==> config.mk <==
export PLATFORM = sky130hd
export DESIGN_NAME = bclksclk_train_sched
export DESIGN_NICKNAME = d
export VERILOG_FILES = /design/src/rtl/bclksclk_train_sched.sv
export SDC_FILE = /design/constraint.sdc
export NUM_CORES = 1
export LEC_CHECK = 0
export CAP_MARGIN = 10
export CORE_MARGIN = 2
export CORE_UTILIZATION = 50
export CTS_CLUSTER_DIAMETER = 50
export DETAILED_ROUTE_END_ITERATION = 10
export PLACE_DENSITY_LB_ADDON = 0.2
export SLEW_MARGIN = 20
export SYNTH_ARGS = -nofsm -noshare
export SYNTH_HDL_FRONTEND = slang
export SYNTH_SLANG_ARGS = --single-unit
==> constraint.sdc <==
create_clock -name sclk_i -period 4.1 [get_ports sclk_i]
set_clock_uncertainty 0.2 [all_clocks]
set_input_delay 0.41 -clock sclk_i [delete_from_list [all_inputs] [get_ports sclk_i]]
set_output_delay 0.41 -clock sclk_i [all_outputs]
set_load 0.02 [all_outputs]
==> src/rtl/bclksclk_train_sched.sv <==
// bclksclk_train_sched
// Schedules BCLK/SCLK alignment training for NUM_LANES IOD lanes that share
// one alignment engine. Lane requests are arbitrated round-robin. The granted
// lane index drives the engine-side mux. Each attempt has a timeout, and a
// failed attempt is retried a bounded number of times through the engine
// restart pulse. Per-lane done/error status is sticky.
//
// Ports:
//   sclk_i            system clock, all logic on the rising edge
//   resetn_i          asynchronous active-low reset
//   lane_req_i        level request per lane
//   lane_gnt_o        one-hot grant (registered)
//   lane_sel_o        binary index of the granted lane (engine mux select)
//   lane_done_o       sticky per-lane training success
//   lane_err_o        sticky per-lane training failure
//   train_start_o     engine start, level held through WAIT
//   train_done_i      engine done
//   algn_err_i        engine alignment error
//   algn_rstrt_o      one-cycle engine restart pulse
//   busy_o            high whenever the FSM is not in IDLE
//   all_done_o        registered AND of lane_done_o
//   last_train_cyc_o  START+WAIT cycles of the last completed training,
//                     saturating (only when BCLKSCLK_SCHED_CYCCNT_EN is defined)
//
// Optional build macro: BCLKSCLK_SCHED_CYCCNT_EN
//
// state    | meaning
// ---------+-------------------------------------------------------------
// IDLE     | no lane granted, waiting for any request
// SETTLE   | grant registered, engine mux settling for SETTLE_CYC cycles
// START    | one cycle that arms the attempt timer (TRAIN_START next cycle)
// WAIT     | TRAIN_START high, waiting for done/error/timeout/abort
// RELEASE  | grant dropped, round-robin pointer updated

module bclksclk_train_sched #(
    parameter int NUM_LANES   = 4,
    parameter int SETTLE_CYC  = 8,
    parameter int TIMEOUT_CYC = 4096,
    parameter int MAX_RETRY   = 2,
    localparam int SEL_W      = $clog2(NUM_LANES)
) (
    input  logic                 sclk_i,
    input  logic                 resetn_i,
    input  logic [NUM_LANES-1:0] lane_req_i,
    output logic [NUM_LANES-1:0] lane_gnt_o,
    output logic [SEL_W-1:0]     lane_sel_o,
    output logic [NUM_LANES-1:0] lane_done_o,
    output logic [NUM_LANES-1:0] lane_err_o,
    output logic                 train_start_o,
    input  logic                 train_done_i,
    input  logic                 algn_err_i,
    output logic                 algn_rstrt_o,
    output logic                 busy_o,
    output logic                 all_done_o
`ifdef BCLKSCLK_SCHED_CYCCNT_EN
    ,
    output logic [15:0]          last_train_cyc_o
`endif
);

    typedef enum logic [2:0] {
        ST_IDLE,
        ST_SETTLE,
        ST_START,
        ST_WAIT,
        ST_RELEASE
    } state_t;

    localparam logic [15:0] SETTLE_LD   = 16'(SETTLE_CYC - 1);
    localparam logic [15:0] TMO_LD      = 16'(TIMEOUT_CYC - 1);
    localparam logic [2:0]  MAX_RETRY_L = 3'(MAX_RETRY);

    state_t                 state_q;
    logic [NUM_LANES-1:0]   gnt_q;
    logic [SEL_W-1:0]       sel_q;
    logic [NUM_LANES-1:0]   done_q;
    logic [NUM_LANES-1:0]   err_q;
    logic [NUM_LANES-1:0]   req_q;
    logic [SEL_W-1:0]       ptr_q;
    logic [2:0]             retry_q;
    logic [15:0]            tmr_q;
    logic                   start_q;
    logic                   rstrt_q;
    logic                   busy_q;
    logic                   all_done_q;

    logic                   pick_vld;
    logic [SEL_W-1:0]       pick_idx;
    logic [SEL_W-1:0]       cand;
    logic [NUM_LANES-1:0]   pick_oh;
    logic [NUM_LANES-1:0]   req_rise;
    logic                   in_wait;
    logic                   pass_raw;
    logic                   ev_abort;
    logic                   ev_pass;
    logic                   ev_fail;
    logic                   retry_ok;

    // Round-robin: first requester strictly after the last lane served.
    always_comb begin
        pick_vld = 1'b0;
        pick_idx = '0;
        cand     = '0;
        pick_oh  = '0;
        for (int k = 1; k <= NUM_LANES; k++) begin
            cand = SEL_W'((int'(ptr_q) + k) % NUM_LANES);
            if (!pick_vld && lane_req_i[cand]) begin
                pick_vld = 1'b1;
                pick_idx = cand;
            end
        end
        pick_oh[pick_idx] = 1'b1;
    end

    // WAIT resolution: abort beats done, done beats error/timeout.
    always_comb begin
        req_rise = lane_req_i & ~req_q;
        in_wait  = (state_q == ST_WAIT);
        pass_raw = train_done_i && !algn_err_i;
        ev_abort = in_wait && !lane_req_i[sel_q];
        ev_pass  = in_wait && lane_req_i[sel_q] && pass_raw;
        ev_fail  = in_wait && lane_req_i[sel_q] && !pass_raw &&
                   (algn_err_i || (tmr_q == 16'd0));
        retry_ok = (retry_q < MAX_RETRY_L);
    end

    always_ff @(posedge sclk_i or negedge resetn_i) begin
        if (!resetn_i) begin
            state_q    <= ST_IDLE;
            gnt_q      <= '0;
            sel_q      <= '0;
            done_q     <= '0;
            err_q      <= '0;
            req_q      <= '0;
            ptr_q      <= '0;
            retry_q    <= '0;
            tmr_q      <= '0;
            start_q    <= 1'b0;
            rstrt_q    <= 1'b0;
            busy_q     <= 1'b0;
            all_done_q <= 1'b0;
        end else begin
            req_q      <= lane_req_i;
            rstrt_q    <= 1'b0;
            all_done_q <= &done_q;
            // A fresh request wipes old status so re-training starts clean.
            done_q     <= done_q & ~req_rise;
            err_q      <= err_q & ~req_rise;

            case (state_q)
                ST_IDLE: begin
                    if (pick_vld) begin
                        gnt_q   <= pick_oh;
                        sel_q   <= pick_idx;
                        retry_q <= '0;
                        tmr_q   <= SETTLE_LD;
                        busy_q  <= 1'b1;
                        state_q <= ST_SETTLE;
                    end
                end
                ST_SETTLE: begin
                    if (tmr_q == 16'd0) begin
                        state_q <= ST_START;
                    end else begin
                        tmr_q <= tmr_q - 16'd1;
                    end
                end
                ST_START: begin
                    start_q <= 1'b1;
                    tmr_q   <= TMO_LD;
                    state_q <= ST_WAIT;
                end
                ST_WAIT: begin
                    if (ev_abort || ev_pass || (ev_fail && !retry_ok)) begin
                        start_q <= 1'b0;
                        gnt_q   <= '0;
                        state_q <= ST_RELEASE;
                        if (ev_pass) begin
                            done_q[sel_q] <= 1'b1;
                            err_q[sel_q]  <= 1'b0;
                        end else if (ev_fail) begin
                            err_q[sel_q]  <= 1'b1;
                            done_q[sel_q] <= 1'b0;
                        end
                    end else if (ev_fail) begin
                        start_q <= 1'b0;
                        rstrt_q <= 1'b1;
                        retry_q <= retry_q + 3'd1;
                        tmr_q   <= SETTLE_LD;
                        state_q <= ST_SETTLE;
                    end else begin
                        tmr_q <= tmr_q - 16'd1;
                    end
                end
                ST_RELEASE: begin
                    ptr_q   <= sel_q;
                    busy_q  <= 1'b0;
                    state_q <= ST_IDLE;
                end
                default: begin
                    state_q <= ST_IDLE;
                end
            endcase
        end
    end

    assign lane_gnt_o    = gnt_q;
    assign lane_sel_o    = sel_q;
    assign lane_done_o   = done_q;
    assign lane_err_o    = err_q;
    assign train_start_o = start_q;
    assign algn_rstrt_o  = rstrt_q;
    assign busy_o        = busy_q;
    assign all_done_o    = all_done_q;

`ifdef BCLKSCLK_SCHED_CYCCNT_EN
    logic [15:0] cyc_q;
    logic [15:0] cyc_inc;
    logic [15:0] last_cyc_q;

    assign cyc_inc = (&cyc_q) ? cyc_q : cyc_q + 16'd1;

    // Accumulates START and WAIT cycles across retries of one grant; the
    // cycle that resolves WAIT is included via cyc_inc when loading.
    always_ff @(posedge sclk_i or negedge resetn_i) begin
        if (!resetn_i) begin
            cyc_q      <= '0;
            last_cyc_q <= '0;
        end else begin
            if (state_q == ST_IDLE && pick_vld) begin
                cyc_q <= '0;
            end else if (state_q == ST_START || (in_wait && !ev_abort)) begin
                cyc_q <= cyc_inc;
            end
            if (ev_pass || (ev_fail && !retry_ok)) begin
                last_cyc_q <= cyc_inc;
            end
        end
    end

    assign last_train_cyc_o = last_cyc_q;
`endif

endmodule

==> impl_metrics.tcl, run 1 <==
set metrics [dict create \
    status "finished clean" \
    fmax_mhz 343 \
    synth.most_common_cell "dfrtp_1" \
    vias 1925 \
    yosys_warnings 0 \
    maxCapViolCount 0 \
    finalHoldViolCount 0 \
    pre_cts_ws_ps 920 \
    place_congestion 0.866 \
    post_cts_buffers 0 \
    holdCritPathClass "flop to flop" \
    setup_viol 0 \
    grt_pass1_wl_microns 8780 \
    grt_max_degree 47 \
    die_h_microns 73.0 \
    grt_remaining_overflow 0 \
    drive_above_1_share 0.0909 \
    final_max_slew_viol_count 0 \
    crit_required_ps 4090 \
    clk_latency_ps 300 \
    post-dp-hpwl_microns 3410 \
    fp.dieW_microns 73.0 \
    synth_area_per_cell_sq_um 10.0 \
    worst_slew_pin_slew_ps 694 \
    powerDensity_nw_per_um2 635 \
    fin_crit_sh 0.710 \
    floorplan.io_pins 26 \
    synth_top_area_cell "dfrtp_1" \
    route.met3.wl_microns 266 \
    wl_met2_microns 2310 \
    seq_area_frac_synth 0.484 \
    highest_layer "met4" \
    leakage_nw 1.17 \
    remaining_drc_errors 0 \
    area_growth_pct 16.1 \
    ant_nets 0 \
    setup_tns_ps 0 \
    yosysUniqueCellTypes 51 \
    start_kind "input pin" \
    routedWlPerCell_microns 15.8 \
    synth.top_cell.area_share 0.484 \
    diodes 0 \
    crit_path_end_kind "flop" \
    antenna_found_initial 0 \
    met1_length_microns 2390 \
    netlist_area_sq_um 2380 \
    nNetsFinal 274 \
    critPathMaxStageDelay_ps 610 \
    cp_cell_sequence "clkdlybuf4s50_1 -> mux2i_1 -> nor3b_1 -> or3_1 -> nand3_2 -> inv_1 -> nand2_1 -> o32a_1" \
    cts_buffer_depth 2 \
    cp.arrival_ps 2900 \
    core_area_sq_um 4660 \
    drt_iter0_markers 122 \
    synth_top_cells_by_count "dfrtp_1, nor2_1, o21ai_0" \
    grt_pass1_vias 1841 \
    critical_path_class "input pin to flop" \
    clock_sinks 46 \
    fin_ws_ps 1190 \
    firstDrtPassIters 4 \
    grt.total_usage 0.212 \
    synthCells 237 \
    min_period_ps 2910 \
    cts_tree "yes" \
    slew_headroom 0.533 \
    syn_nets 248 \
    dieArea_sq_um 5320 \
    cts_buffers 5 \
    via_per_inst 6.05 \
    fill_cells 413 \
    ys_ff_latch 46 \
    cts-root-buf "clkbuf_8" \
    htree_levels 2 \
    synthArstFlopShare 1.00 \
    peakVddDrop_mv 0.321 \
    port_buffers 25 \
    start_util 0.510 \
    synthTopCellsByArea "dfrtp_1, o21ai_0, nor2_1, a21oi_1, nor3_1" \
    critPathMaxFanout 16 \
    rsz0062_at_grt "no" \
    wl_microns 5020 \
    worst_path_max_delay_cell "clkdlybuf4s50_1" \
    rows 25 \
    cts.clk_slew.worst_paths_ps 90 \
    synth_edf_count 0 \
    ys.flop_type "dfrtp_1" \
]
[cell type report]
cell class	count	area, sq um	share of cell area
flip-flops and latches	46	1150	0.417
multi-input cells	170	1140	0.412
inverters	13	48.8	0.0177
repair buffers	27	265	0.0961
well taps	54	67.6	0.0245
clock inverters	1	5.00	0.00181
clock buffers	7	86.3	0.0313
[per-layer routing]
layer	track usage	up-vias
met1	0.315	933
met5	0	-
met3	0.0456	5
met2	0.315	45
met4	0.0556	0
li1	-	942
[cell families after synthesis]
group                      count (synthesis)  share of synthesized area
adders and majority gates                  3                     0.0158
buffers and inverters                     21                     0.0379
muxes                                      6                     0.0268
and+or+nand+nor                           83                      0.201
AOI/OAI and AO/OA                         78                      0.235
DFF                                       46                      0.484
[worst max-delay path, delay by kind of cell]
kind / cells / cell delay [ps]
buf+inv: 2 / 1010
simple gates: 4 / 950
compound gates: 1 / 390
mux: 1 / 140
[path summary, 6_finish.rpt]
| path | from | end | cells after the start | slack, ps |
|---|---|---|---|---|
| worst max-delay path | lane_req_i[3] | tmr_q[2]$_DFFE_PN0P_ | 8 | 1190 |
| worst max register to register | lane_sel_o[1]$_DFFE_PN0P_ | tmr_q[2]$_DFFE_PN0P_ | 7 | 1270 |
| worst min register to register | busy_o$_DFFE_PN0P_ | busy_o$_DFFE_PN0P_ | 2 | 280 |
| max in group asynchronous | resetn_i | tmr_q[8]$_DFFE_PN0P_ | 2 | 2860 |
| min in group asynchronous | resetn_i | lane_err_o[1]$_DFF_PN0_ | 2 | 440 |
| worst min-delay path | busy_o$_DFFE_PN0P_ | busy_o$_DFFE_PN0P_ | 2 | 280 |
[cell usage in the layout (no fill, tap or decap), types with 3 or more instances in the layout]
| cell | count |
|---|---|
| o22ai_1 | 5 |
| clkbuf_8 | 6 |
| nor2_1 | 19 |
| o2bb2ai_1 | 6 |
| a21oi_1 | 13 |
| nor3_1 | 13 |
| mux2i_1 | 3 |
| nand2b_1 | 8 |
| mux2_2 | 3 |
| ha_1 | 3 |
| dfrtp_1 | 46 |
| clkdlybuf4s50_1 | 24 |
| nand2_1 | 14 |
| a32o_1 | 6 |
| o211ai_1 | 3 |
| a31oi_1 | 8 |
| nor4_1 | 4 |
| inv_1 | 13 |
| o21ai_0 | 15 |
[per-stage QoR]
step                utilization  hold slack, ps  cells  power, W  cell area [sq um]
global route              0.592             322    318   0.00188               2760
detailed placement        0.570             269    309   0.00146               2660
floorplan                     -           -85.6    237   0.00125               2380
CTS                       0.590             124    317   0.00176               2750
global placement          0.570             262    309   0.00145               2660
finish                    0.592             282    318   0.00175               2760
[flip-flops by register name, indices dropped and copies added (netlist names)]
register / flops
tmr_q: 16
lane_done_o: 4
lane_err_o: 4
lane_gnt_o: 4
req_q: 4
retry_q: 3
state_q: 3
lane_sel_o: 2
ptr_q: 2
algn_rstrt_o: 1
all_done_o: 1
busy_o: 1
train_start_o: 1
[power by group]
| part | internal (W) | switching, W |
|---|---|---|
| Clock | 0.000136 | 0.000149 |
| Combinational | 0.000313 | 0.000431 |
| Sequential | 0.000568 | 0.000155 |
[timing repair]
item | CTS | global route
resized for setup | 0 | 0
hold buffers | 0 | 1
hold endpoints to repair | 0 | 46
Note: power is estimated with default switching activity, not from simulation.
==> run 2: changes to the inputs <==
Clock period 4.1 ns to 2.71 ns, I/O delays scaled along.
==> run 2 against run 1 <==
  * Setup slack worse by 920 ps
  * Wire length is 0.90% higher
  * Combinational power is 65% higher
  * Largest power group unchanged
  * Non-clock buffer count is 17 higher
==> impl_metrics.tcl, run 2 (synthesized netlist as in run 1, its figures left out) <==
set metrics [dict create \
    status "finished clean" \
    via_per_inst 5.99 \
    layout_commonest_cell "dfrtp_1" \
    largest_reg_flops 16 \
    peakVddDrop_mv 0.513 \
    htree_levels 2 \
    min_from "busy_o$_DFFE_PN0P_" \
    antenna_found_initial 0 \
    post-dp-hpwl_microns 3690 \
    routedWlPerCell_microns 15.2 \
    ant_nets 0 \
    slew_headroom 0.559 \
    diodes 0 \
    hold_buffers 1 \
    core_area_sq_um 4660 \
    min_period_ps 2440 \
    min_to "busy_o$_DFFE_PN0P_" \
    area_growth_pct 22.3 \
    critical_path_class "flop to flop" \
    crit_required_ps 2670 \
    setup_tns_ps 0 \
    critPathMaxStageDelay_ps 600 \
    critPathTopFamily "simple AND/OR/NAND/NOR gates" \
    grt_remaining_overflow 0 \
    port_buffers 25 \
    worst_slew_pin_slew_ps 662 \
    clock_sinks 46 \
    cp_cell_sequence "mux2i_1 -> nor3b_1 -> nor2_2 -> or4_4 -> o211ai_2 -> o21ai_0" \
    grt_pass1_vias 1867 \
    firstDrtPassIters 4 \
    worst_path_max_delay_cell "dfrtp_1" \
    pre_cts_ws_ps 164 \
    post_cts_buffers 0 \
    r2r-end "lane_done_o[2]$_DFF_PN0_" \
    cts-root-buf "clkbuf_8" \
    drive_above_1_share 0.146 \
    fp.dieW_microns 73.0 \
    drt_iter0_markers 155 \
    fin_ws_ps 270 \
    start_kind "flop" \
    leakage_nw 1.26 \
    final_max_slew_viol_count 0 \
    reg2reg_from "lane_sel_o[1]$_DFFE_PN0P_" \
    cts_buffer_depth 2 \
    grt.total_usage 0.212 \
    cts_tree "yes" \
    maxCapViolCount 0 \
    place_congestion 0.855 \
    hold_depth 2 \
    rr_worst_depth 6 \
    fin_crit_sh 0.900 \
    cp.arrival_ps 2400 \
    holdCritPathClass "flop to flop" \
    wl_microns 5060 \
    start_util 0.510 \
    finalHoldViolCount 0 \
    cts.clk_slew.worst_paths_ps 80 \
    setup_viol 0 \
    powerDensity_nw_per_um2 976 \
    dieArea_sq_um 5320 \
    rsz0062_at_grt "no" \
    nNetsFinal 291 \
    final_cell_mix "dfrtp_1, clkdlybuf4s50_1, nor2_1" \
    cts_buffers 5 \
    ff2ff_setup_slack_ps 270 \
    crit_buf_inv 0 \
    clk_latency_ps 290 \
    critPathMaxFanout 12 \
    regMostFlops "tmr_q" \
    remaining_drc_errors 0 \
    cts_resized 0 \
    grt_pass1_wl_microns 8830 \
    crit_path_end_kind "flop" \
    fmax_mhz 410 \
    grt_max_degree 31 \
    floorplan.io_pins 26 \
    rows 25 \
    vias 2001 \
    die_h_microns 73.0 \
]
## run 2: through the flow
step	area [sq um]	hold WS (ps)	utilization	power, W	cells
2_1_floorplan	2380	-225	-	0.00190	237
3_3_place_gp	2780	144	0.597	0.00230	326
3_5_place_dp	2780	146	0.597	0.00232	326
4_1_cts	2910	292	0.624	0.00285	334
5_1_grt	2910	304	0.624	0.00305	334
6_report	2910	284	0.624	0.00284	334
## run 2: per-layer routing
metal | vias up | GRT usage | routed length, microns
li1 | 979 | - | -
met1 | 958 | 0.324 | 2500
met2 | 60 | 0.309 | 2300
met3 | 4 | 0.0414 | 232
met4 | 0 | 0.0535 | 36
met5 | - | 0 | 0
## run 2: worst reg2reg max path, stage by stage, from the launching register on
cell and delay (ps):
dfrtp_1 600, mux2i_1 170, nor3b_1 360, nor2_2 150
or4_4 590, o211ai_2 150, o21ai_0 100
## run 2: cell type report
| type | instances | area [sq um] |
|---|---|---|
| Inverter | 13 | 48.8 |
| Sequential cell | 46 | 1150 |
| Fill cell | 380 | 1750 |
| Clock inverter | 1 | 30.0 |
| Clock buffer | 6 | 82.6 |
| Timing Repair Buffer | 44 | 390 |
| Multi-Input combinational cell | 170 | 1140 |
| Tap cell | 54 | 67.6 |
## run 2: how the worst max path moves through the flow
stage | startpoint | to | depth (start not counted)
2_1_floorplan | lane_sel_o[1]$_DFFE_PN0P_ | lane_done_o[1]$_DFF_PN0_ | 7
3_3_place_gp | lane_req_i[3] | lane_done_o[1]$_DFF_PN0_ | 7
3_5_place_dp | lane_req_i[1] | lane_done_o[2]$_DFF_PN0_ | 7
4_1_cts | lane_sel_o[1]$_DFFE_PN0P_ | lane_done_o[2]$_DFF_PN0_ | 6
5_1_grt | lane_sel_o[1]$_DFFE_PN0P_ | tmr_q[2]$_DFFE_PN0P_ | 7
6_report | lane_sel_o[1]$_DFFE_PN0P_ | lane_done_o[2]$_DFF_PN0_ | 6
## run 2: report_power, final
part	switching, W	internal (W)	total [W]
Clock	0.000221	0.000295	0.000516
Combinational	0.000666	0.000563	0.00123
Sequential	0.000233	0.000860	0.00109
Total	0.00112	0.00172	0.00284
